`src/rtl/ram_dump_streamer.sv`:
```
// Reads base_addr..base_addr+length-1 from the RAM scalar port and streams each byte over valid/ready.
// Optional trailing XOR checksum byte is compiled in when DUMP_CHECKSUM_EN is defined.
module ram_dump_streamer #(
  parameter int RAM_LATENCY = 1,
  parameter int ADDR_W      = 16,
  parameter int DATA_W      = 8
) (
  input  logic              clk,
  input  logic              reset,
  input  logic              start,
  input  logic [ADDR_W-1:0] base_addr,
  input  logic [ADDR_W-1:0] length,
  output logic [ADDR_W-1:0] ram_address,
  output logic              ram_rden,
  input  logic [DATA_W-1:0] ram_q,
  output logic [DATA_W-1:0] out_data,
  output logic              out_valid,
  input  logic              out_ready,
  output logic              out_last,
  output logic              busy,
  output logic              done
);

  localparam logic [2:0] S_IDLE  = 3'd0;
  localparam logic [2:0] S_ISSUE = 3'd1;
  localparam logic [2:0] S_WAIT  = 3'd2;
  localparam logic [2:0] S_SEND  = 3'd3;
`ifdef DUMP_CHECKSUM_EN
  localparam logic [2:0] S_CSUM  = 3'd4;
`endif
  localparam logic [2:0] S_FIN   = 3'd5;

  logic [2:0]        state_q, state_d;
  logic [ADDR_W-1:0] addr_q, addr_d;
  logic [ADDR_W-1:0] rem_q, rem_d;
  logic [1:0]        lat_q, lat_d;
  logic [DATA_W-1:0] data_q, data_d;
`ifdef DUMP_CHECKSUM_EN
  logic [DATA_W-1:0] csum_q, csum_d;
`endif

  always_comb begin
    state_d = state_q;
    addr_d  = addr_q;
    rem_d   = rem_q;
    lat_d   = lat_q;
    data_d  = data_q;
`ifdef DUMP_CHECKSUM_EN
    csum_d  = csum_q;
`endif
    case (state_q)
      S_IDLE: begin
        if (start) begin
          addr_d  = base_addr;
          rem_d   = length;
`ifdef DUMP_CHECKSUM_EN
          csum_d  = '0;
`endif
          state_d = (length != '0) ? S_ISSUE : S_FIN;
        end
      end
      S_ISSUE: begin
        lat_d   = 2'(RAM_LATENCY);
        state_d = S_WAIT;
      end
      S_WAIT: begin
        // ram_q is valid only on the final wait cycle
        if (lat_q <= 2'd1) begin
          data_d  = ram_q;
          state_d = S_SEND;
        end else begin
          lat_d = lat_q - 2'd1;
        end
      end
      S_SEND: begin
        if (out_ready) begin
          addr_d = addr_q + ADDR_W'(1);
          rem_d  = rem_q - ADDR_W'(1);
`ifdef DUMP_CHECKSUM_EN
          csum_d = csum_q ^ data_q;
          if (rem_q == ADDR_W'(1)) begin
            data_d  = csum_q ^ data_q;
            state_d = S_CSUM;
          end else begin
            state_d = S_ISSUE;
          end
`else
          state_d = (rem_q == ADDR_W'(1)) ? S_FIN : S_ISSUE;
`endif
        end
      end
`ifdef DUMP_CHECKSUM_EN
      S_CSUM: begin
        if (out_ready) state_d = S_FIN;
      end
`endif
      S_FIN:   state_d = S_IDLE;
      default: state_d = S_IDLE;
    endcase
  end

  always_ff @(posedge clk or posedge reset) begin
    if (reset) begin
      state_q <= S_IDLE;
      addr_q  <= '0;
      rem_q   <= '0;
      lat_q   <= '0;
      data_q  <= '0;
`ifdef DUMP_CHECKSUM_EN
      csum_q  <= '0;
`endif
    end else begin
      state_q <= state_d;
      addr_q  <= addr_d;
      rem_q   <= rem_d;
      lat_q   <= lat_d;
      data_q  <= data_d;
`ifdef DUMP_CHECKSUM_EN
      csum_q  <= csum_d;
`endif
    end
  end

  // Outputs decode registered state only, so out_ready never reaches them combinationally
  assign ram_address = addr_q;
  assign ram_rden    = (state_q == S_ISSUE);
  assign out_data    = data_q;
`ifdef DUMP_CHECKSUM_EN
  assign out_valid   = (state_q == S_SEND) || (state_q == S_CSUM);
  assign out_last    = (state_q == S_CSUM);
  assign busy        = (state_q == S_ISSUE) || (state_q == S_WAIT) ||
                       (state_q == S_SEND)  || (state_q == S_CSUM);
`else
  assign out_valid   = (state_q == S_SEND);
  assign out_last    = (state_q == S_SEND) && (rem_q == ADDR_W'(1));
  assign busy        = (state_q == S_ISSUE) || (state_q == S_WAIT) || (state_q == S_SEND);
`endif
  assign done        = (state_q == S_FIN);

endmodule
```
`config.mk`:
```
export PLATFORM = sky130hd
export DESIGN_NAME = ram_dump_streamer
export DESIGN_NICKNAME = d
export VERILOG_FILES = /design/src/rtl/ram_dump_streamer.sv
export SDC_FILE = /design/constraint.sdc
export NUM_CORES = 1
export LEC_CHECK = 0
export BUFFER_PORTS_ARGS = -buffer_cell sky130_fd_sc_hd__buf_2
export CAP_MARGIN = 20
export CELL_PAD_IN_SITES_DETAIL_PLACEMENT = 0
export CELL_PAD_IN_SITES_GLOBAL_PLACEMENT = 1
export CORE_MARGIN = 8
export CORE_UTILIZATION = 42
export DETAILED_ROUTE_END_ITERATION = 6
export PLACE_DENSITY_LB_ADDON = 0.1
export SYNTH_ARGS = -nofsm -noshare
export SYNTH_HDL_FRONTEND = slang
export SYNTH_SLANG_ARGS = --single-unit
```
`constraint.sdc`:
```
create_clock -name clk -period 5 [get_ports clk]
set_input_delay 0.25 -clock clk [delete_from_list [all_inputs] [get_ports clk]]
set_output_delay 0.25 -clock clk [all_outputs]
set_load 0.02 [all_outputs]
```
# --- Yosys cells after proc, flatten, opt, wreduce, memory -nomap -nowiden ---
# Index checks and enable logic that the tools add are counted.
word_totals:
  register_bits: 45
  in_bits: 44
  output_inout_bits: 29
classes:
  n_addsub: 3
  n_lt_le_gt_ge: 1
  eq_ne: 9
  mux: 14
  n_reduce_logical: 11
ops:
  columns: ["operator", "n"]
  rows:
  - ["16-bit 2-to-1 mux", 4]
  - ["16-bit case mux with 2 select lines", 2]
  - ["16-bit by 1-bit adder with 16-bit output (second input constant)", 1]
  - ["16-bit by 1-bit == test with 1-bit output (second input constant)", 1]
  - ["16-bit nonzero test", 1]
  - ["16-bit by 1-bit subtractor with 16-bit output (second input constant)", 1]
  - ["3-bit 2-to-1 mux", 5]
  - ["3-bit case mux with 4 select lines", 1]
  - ["3-bit by 2-bit == test with 1-bit output (second input constant)", 2]
  - ["2-bit inequality test (second input constant)", 3]
  - ["3-bit AND reduction", 2]
  - ["2-bit case mux with 2 select lines", 1]
  - ["2-bit AND reduction", 2]
  - ["2-bit nonzero test", 2]
  - ["3-bit by 1-bit == test with 1-bit output (second input constant)", 1]
  - ["3-bit == test (second input constant)", 1]
  - ["3-bit logical NOT", 1]
  - ["2-bit by 1-bit <= comparator with 1-bit output (second input constant)", 1]
  - ["1-bit logical OR", 2]
  - ["2-bit 2-to-1 mux", 1]
  - ["2-bit by 1-bit inequality test with 1-bit output (second input constant)", 1]
  - ["2-bit by 1-bit subtractor with 2-bit output (second input constant)", 1]
  - ["1-bit logical AND", 1]

# --- Longest topological paths before layout ---
logic_depth:
  word_depth: 4
  ltp_mapped: 8

# --- Worst setup path after synthesis ---
# No wires, ideal clock.
synth_timing:
  path_type: "reg2reg"
  from: "reg rem_q[8]"
  to: "reg rem_q[15]"
  setup_time_ns: 0.126
  arrival_ns: 2.036
  slack_ns: 2.838
  path_stages_with_launch: 5
  path_buffers: 0
  path_cell_list: "dfrtp_1 > or4_2 > or3_2 > or4_1 > o311a_1"
synth_via:
  elab_chain_len: 3
synth_lines:
  columns: ["item", "line_no", "rtl"]
  rows:
  - ["start, declared", "35", "logic [ADDR_W-1:0] rem_q, rem_d;"]
  - ["start signal, assigned", "115", "rem_q <= rem_d;"]
  - ["16-bit by 1-bit subtractor with 16-bit output", "78", "rem_d = rem_q - ADDR_W'(1);"]
  - ["16-bit 2-to-1 mux", "76", "if (out_ready) begin"]
  - ["16-bit case mux with 2 select lines", "51", "case (state_q)"]
# Every way passes these cells. The select of a mux whose other input is x is not followed.
# A chain may end at the register's enable or synchronous reset.

# --- Worst setup path in the final report ---
layout_timing:
  from: "reg state_q[2]"
  to: "out out_last"
layout_via:
  elab_chain_len: 2
layout_lines:
  columns: ["item", "line_no", "rtl"]
  rows:
  - ["start, declared", "33", "logic [2:0] state_q, state_d;"]
  - ["start signal, assigned", "113", "state_q <= state_d;"]
  - ["3-bit by 2-bit == test with 1-bit output", "135", "assign out_last = (state_q == S_SEND) && (rem_q == ADDR_W'(1));"]
  - ["1-bit logical AND", "135", null]
  - ["end, declared", "19", "output logic out_last,"]
# Every way passes these cells.

==> impl_metrics.py <==
metrics = {
    "yosys": {
        "ys.flop_type": "dfrtp_1",
        "synth_edf_count": 0,
        "synth_area_sq_mm": 0.00271,
        "syn_inst": 310,
        "synth_top_cell_area_share_pct": 41.6,
        "avgSynthCellArea_sq_um": 8.73,
        "yosys-top-cells-count": "dfrtp_1 (45), a21oi_1 (28), nand2_1 (28)",
        "yosysWarnings": 0,
        "synthTopCellsByArea": "dfrtp_1 (42%), a21oi_1 (5.2%), nand2_1 (3.9%)",
        "ys_async_sr_fraction_pct": 100,
        "ys_ff_latch": 45,
        "syn_nets": 358,
        "synth_most_common_cell": "dfrtp_1",
        "synth_cell_types": 50,
        "ys_seq_area_share_pct": 41.6,
        "synth_top_cell_by_area": "dfrtp_1",
    },
    "timing": {
        "fin_ws_ps": 1800,
        "finalHoldViolations": 0,
        "fin_worst_skew_ps": 7.84,
        "fmax_ghz": 0.313,
        "period_share_pct": 63.9,
        "setup_viol": 0,
        "tns_ps": 0,
        "slew_violations": 0,
        "worst_pin_slew_ps": 1080,
        "fin_crit_ps": 3200,
        "maxSlewHeadroom_pct": 27.9,
        "rsz0062_at_grt": "no",
    },
    "drt": {
        "viasPerCell": 5.81,
        "drcViolationCount": 0,
        "wl_per_cell_microns": 16.6,
        "via_count": 2605,
        "drtIter0Drc": 135,
        "totalWireLength_microns": 7460,
        "drtAntennaViolNets": 0,
        "first_pass_iters": 4,
    },
    "floorplanning": {
        "dieHeight_microns": 96.3,
        "ios": 73,
        "start_util_pct": 43.1,
        "core-area_sq_mm": 0.00628,
        "num_rows": 29,
        "die_w_microns": 96.3,
        "dieArea_sq_mm": 0.00927,
    },
    "cells_and_area": {
        "antenna_cells": 0,
        "fin_nets": 418,
        "final_core_utilization_pct": 51.8,
        "final_area_sq_mm": 0.00325,
        "layout-drive-gt1-share_pct": 26.7,
        "areaGrowthSynthToFinish_pct": 20.1,
    },
    "global_route": {
        "grt_overflow": 0,
        "grt_antenna_before_repair": 0,
        "grt_pass1_wl_microns": 12100,
        "grt_pass1_vias": 2454,
        "grt_max_degree": 46,
        "grt_use_total_pct": 16.4,
    },
    "placed_design": {
        "dpl-instance-area_sq_mm": 0.00311,
        "io_buffers": 72,
        "place.gp.congestion": 0.801,
        "post-dp-hpwl_microns": 5310,
        "place_ws_ps": 2130,
    },
    "setup_path": {
        "r2r_cells": 7,
        "worst-r2r-setup-slack_ps": 2340,
        "r2r_end": "ram_address[7]$_DFFE_PP0P_",
        "r2r_start": "state_q[2]$_DFFE_PP0P_",
        "critical_path.startpoint_type": "flip-flop",
        "path_class": "flip-flop to primary output",
        "cp_max_fo": 33,
        "endpoint_kind": "primary output",
        "worst-endpoint-required_ps": 4750,
        "arrival_ps": 2950,
    },
    "power_and_ir_drop": {
        "ir_drop_mv": 0.299,
        "p_leak_nw": 1.40,
        "power.total_mw": 2.16,
        "powerDensity_mw_per_mm2": 664,
    },
    "clock_network": {
        "clock_sinks": 45,
        "cts.clk_slew.worst_paths_ps": 90,
        "cts_buffer_depth": 2,
        "clk_latency_ps": 300,
        "cts_tree": "done",
        "cts_resized": 0,
        "htree_levels": 2,
        "cts_setup_buffers": 0,
        "cts-hold-fix-buffers": 0,
        "cts_buffers": 5,
        "root_buffer": "clkbuf_8",
    },
    "run": {
        "maxCapViolations": 0,
    },
    "hold_path": {
        "hp-class": "primary input to asynchronous set/reset pin",
    },
    "outcome": {
        "run_status": "finished clean",
    },
}
critical path, stage by stage, from the launching register on:
cell	delay, ps
dfrtp_1	540
nand3b_1	230
buf_4	250
inv_1	700
buf_4	390
nand4b_1	130
nor2_1	210
buf_2	210
cell usage in the layout (no fill, tap or decap), types with 3 or more instances in the layout:
| cell type | synthesis | final |
|---|---|---|
| a21oi_1 | 28 | 27 |
| clkbuf_8 | 0 | 5 |
| o2bb2ai_1 | 4 | 4 |
| and3_1 | 8 | 8 |
| and2_1 | 7 | 7 |
| a21o_1 | 3 | 3 |
| nor4_1 | 8 | 8 |
| o22ai_1 | 9 | 9 |
| mux2i_1 | 5 | 5 |
| nand4_1 | 8 | 8 |
| a22oi_1 | 3 | 3 |
| o21ai_0 | 17 | 17 |
| nor3_1 | 5 | 5 |
| nand2_1 | 28 | 28 |
| dfrtp_1 | 45 | 45 |
| a2bb2oi_1 | 9 | 9 |
| mux2_2 | 8 | 8 |
| buf_2 | 1 | 72 |
| inv_1 | 10 | 9 |
| ha_1 | 4 | 4 |
| nand3_1 | 20 | 20 |
| o211ai_1 | 4 | 4 |
| or4_1 | 4 | 4 |
| buf_4 | 0 | 3 |
| nor2_1 | 16 | 16 |
state kept, by name (all words and copies together), names as in the netlist:
name         count
lat_q            2
out_data         8
ram_address     16
state_q          3
rem_q           16
per-layer routing:
| layer | wire [microns] | vias up | GRT usage, % |
|---|---|---|---|
| met5 | 0 | - | 0 |
| met4 | 35 | 0 | 3.46 |
| met3 | 435 | 2 | 4.13 |
| met2 | 3450 | 59 | 25.7 |
| met1 | 3540 | 1255 | 22.2 |
| li1 | - | 1289 | - |
where the power goes:
group,switching [mW],internal [mW]
Sequential,0.178,0.531
Clock,0.134,0.201
Combinational,0.684,0.430
Total,0.996,1.16
through the flow:
step / instances / hold WS, ps
2_1_floorplan: 310 / 383
3_3_place_gp: 440 / 438
3_5_place_dp: 440 / 441
4_1_cts: 448 / 116
5_1_grt: 448 / 143
6_report: 448 / 91.3
cell type report:
| cell class | instances | area, sq um |
|---|---|---|
| Clock buffer | 5 | 68.8 |
| Sequential cell | 45 | 1130 |
| Tap cell | 77 | 96.3 |
| Inverter | 10 | 37.5 |
| Clock inverter | 3 | 68.8 |
| Multi-Input combinational cell | 233 | 1470 |
| Timing Repair Buffer | 75 | 383 |
| Fill cell | 644 | 3030 |
cell families (layout without fill, tap and decap cells):
kind of cell	after synthesis	count (layout)	share of synthesized area, %
flops	45	45	41.6
buf+inv	32	93	4.48
simple gates	121	121	24.0
compound gates	95	95	22.8
fa+ha+maj	4	4	1.85
mux	13	13	5.18
how the worst max path moves through the flow:
stage	end	startpoint	depth (start not counted)
global route	out_last	state_q[2]$_DFFE_PP0P_	7
global placement	out_last	state_q[2]$_DFFE_PP0P_	7
floorplan	rem_q[15]$_DFFE_PP0P_	rem_q[8]$_DFFE_PP0P_	4
detailed placement	out_last	state_q[2]$_DFFE_PP0P_	7
finish	out_last	state_q[2]$_DFFE_PP0P_	7
CTS	out_last	state_q[2]$_DFFE_PP0P_	7
No activity file was read; power rests on OpenSTA's default activity.
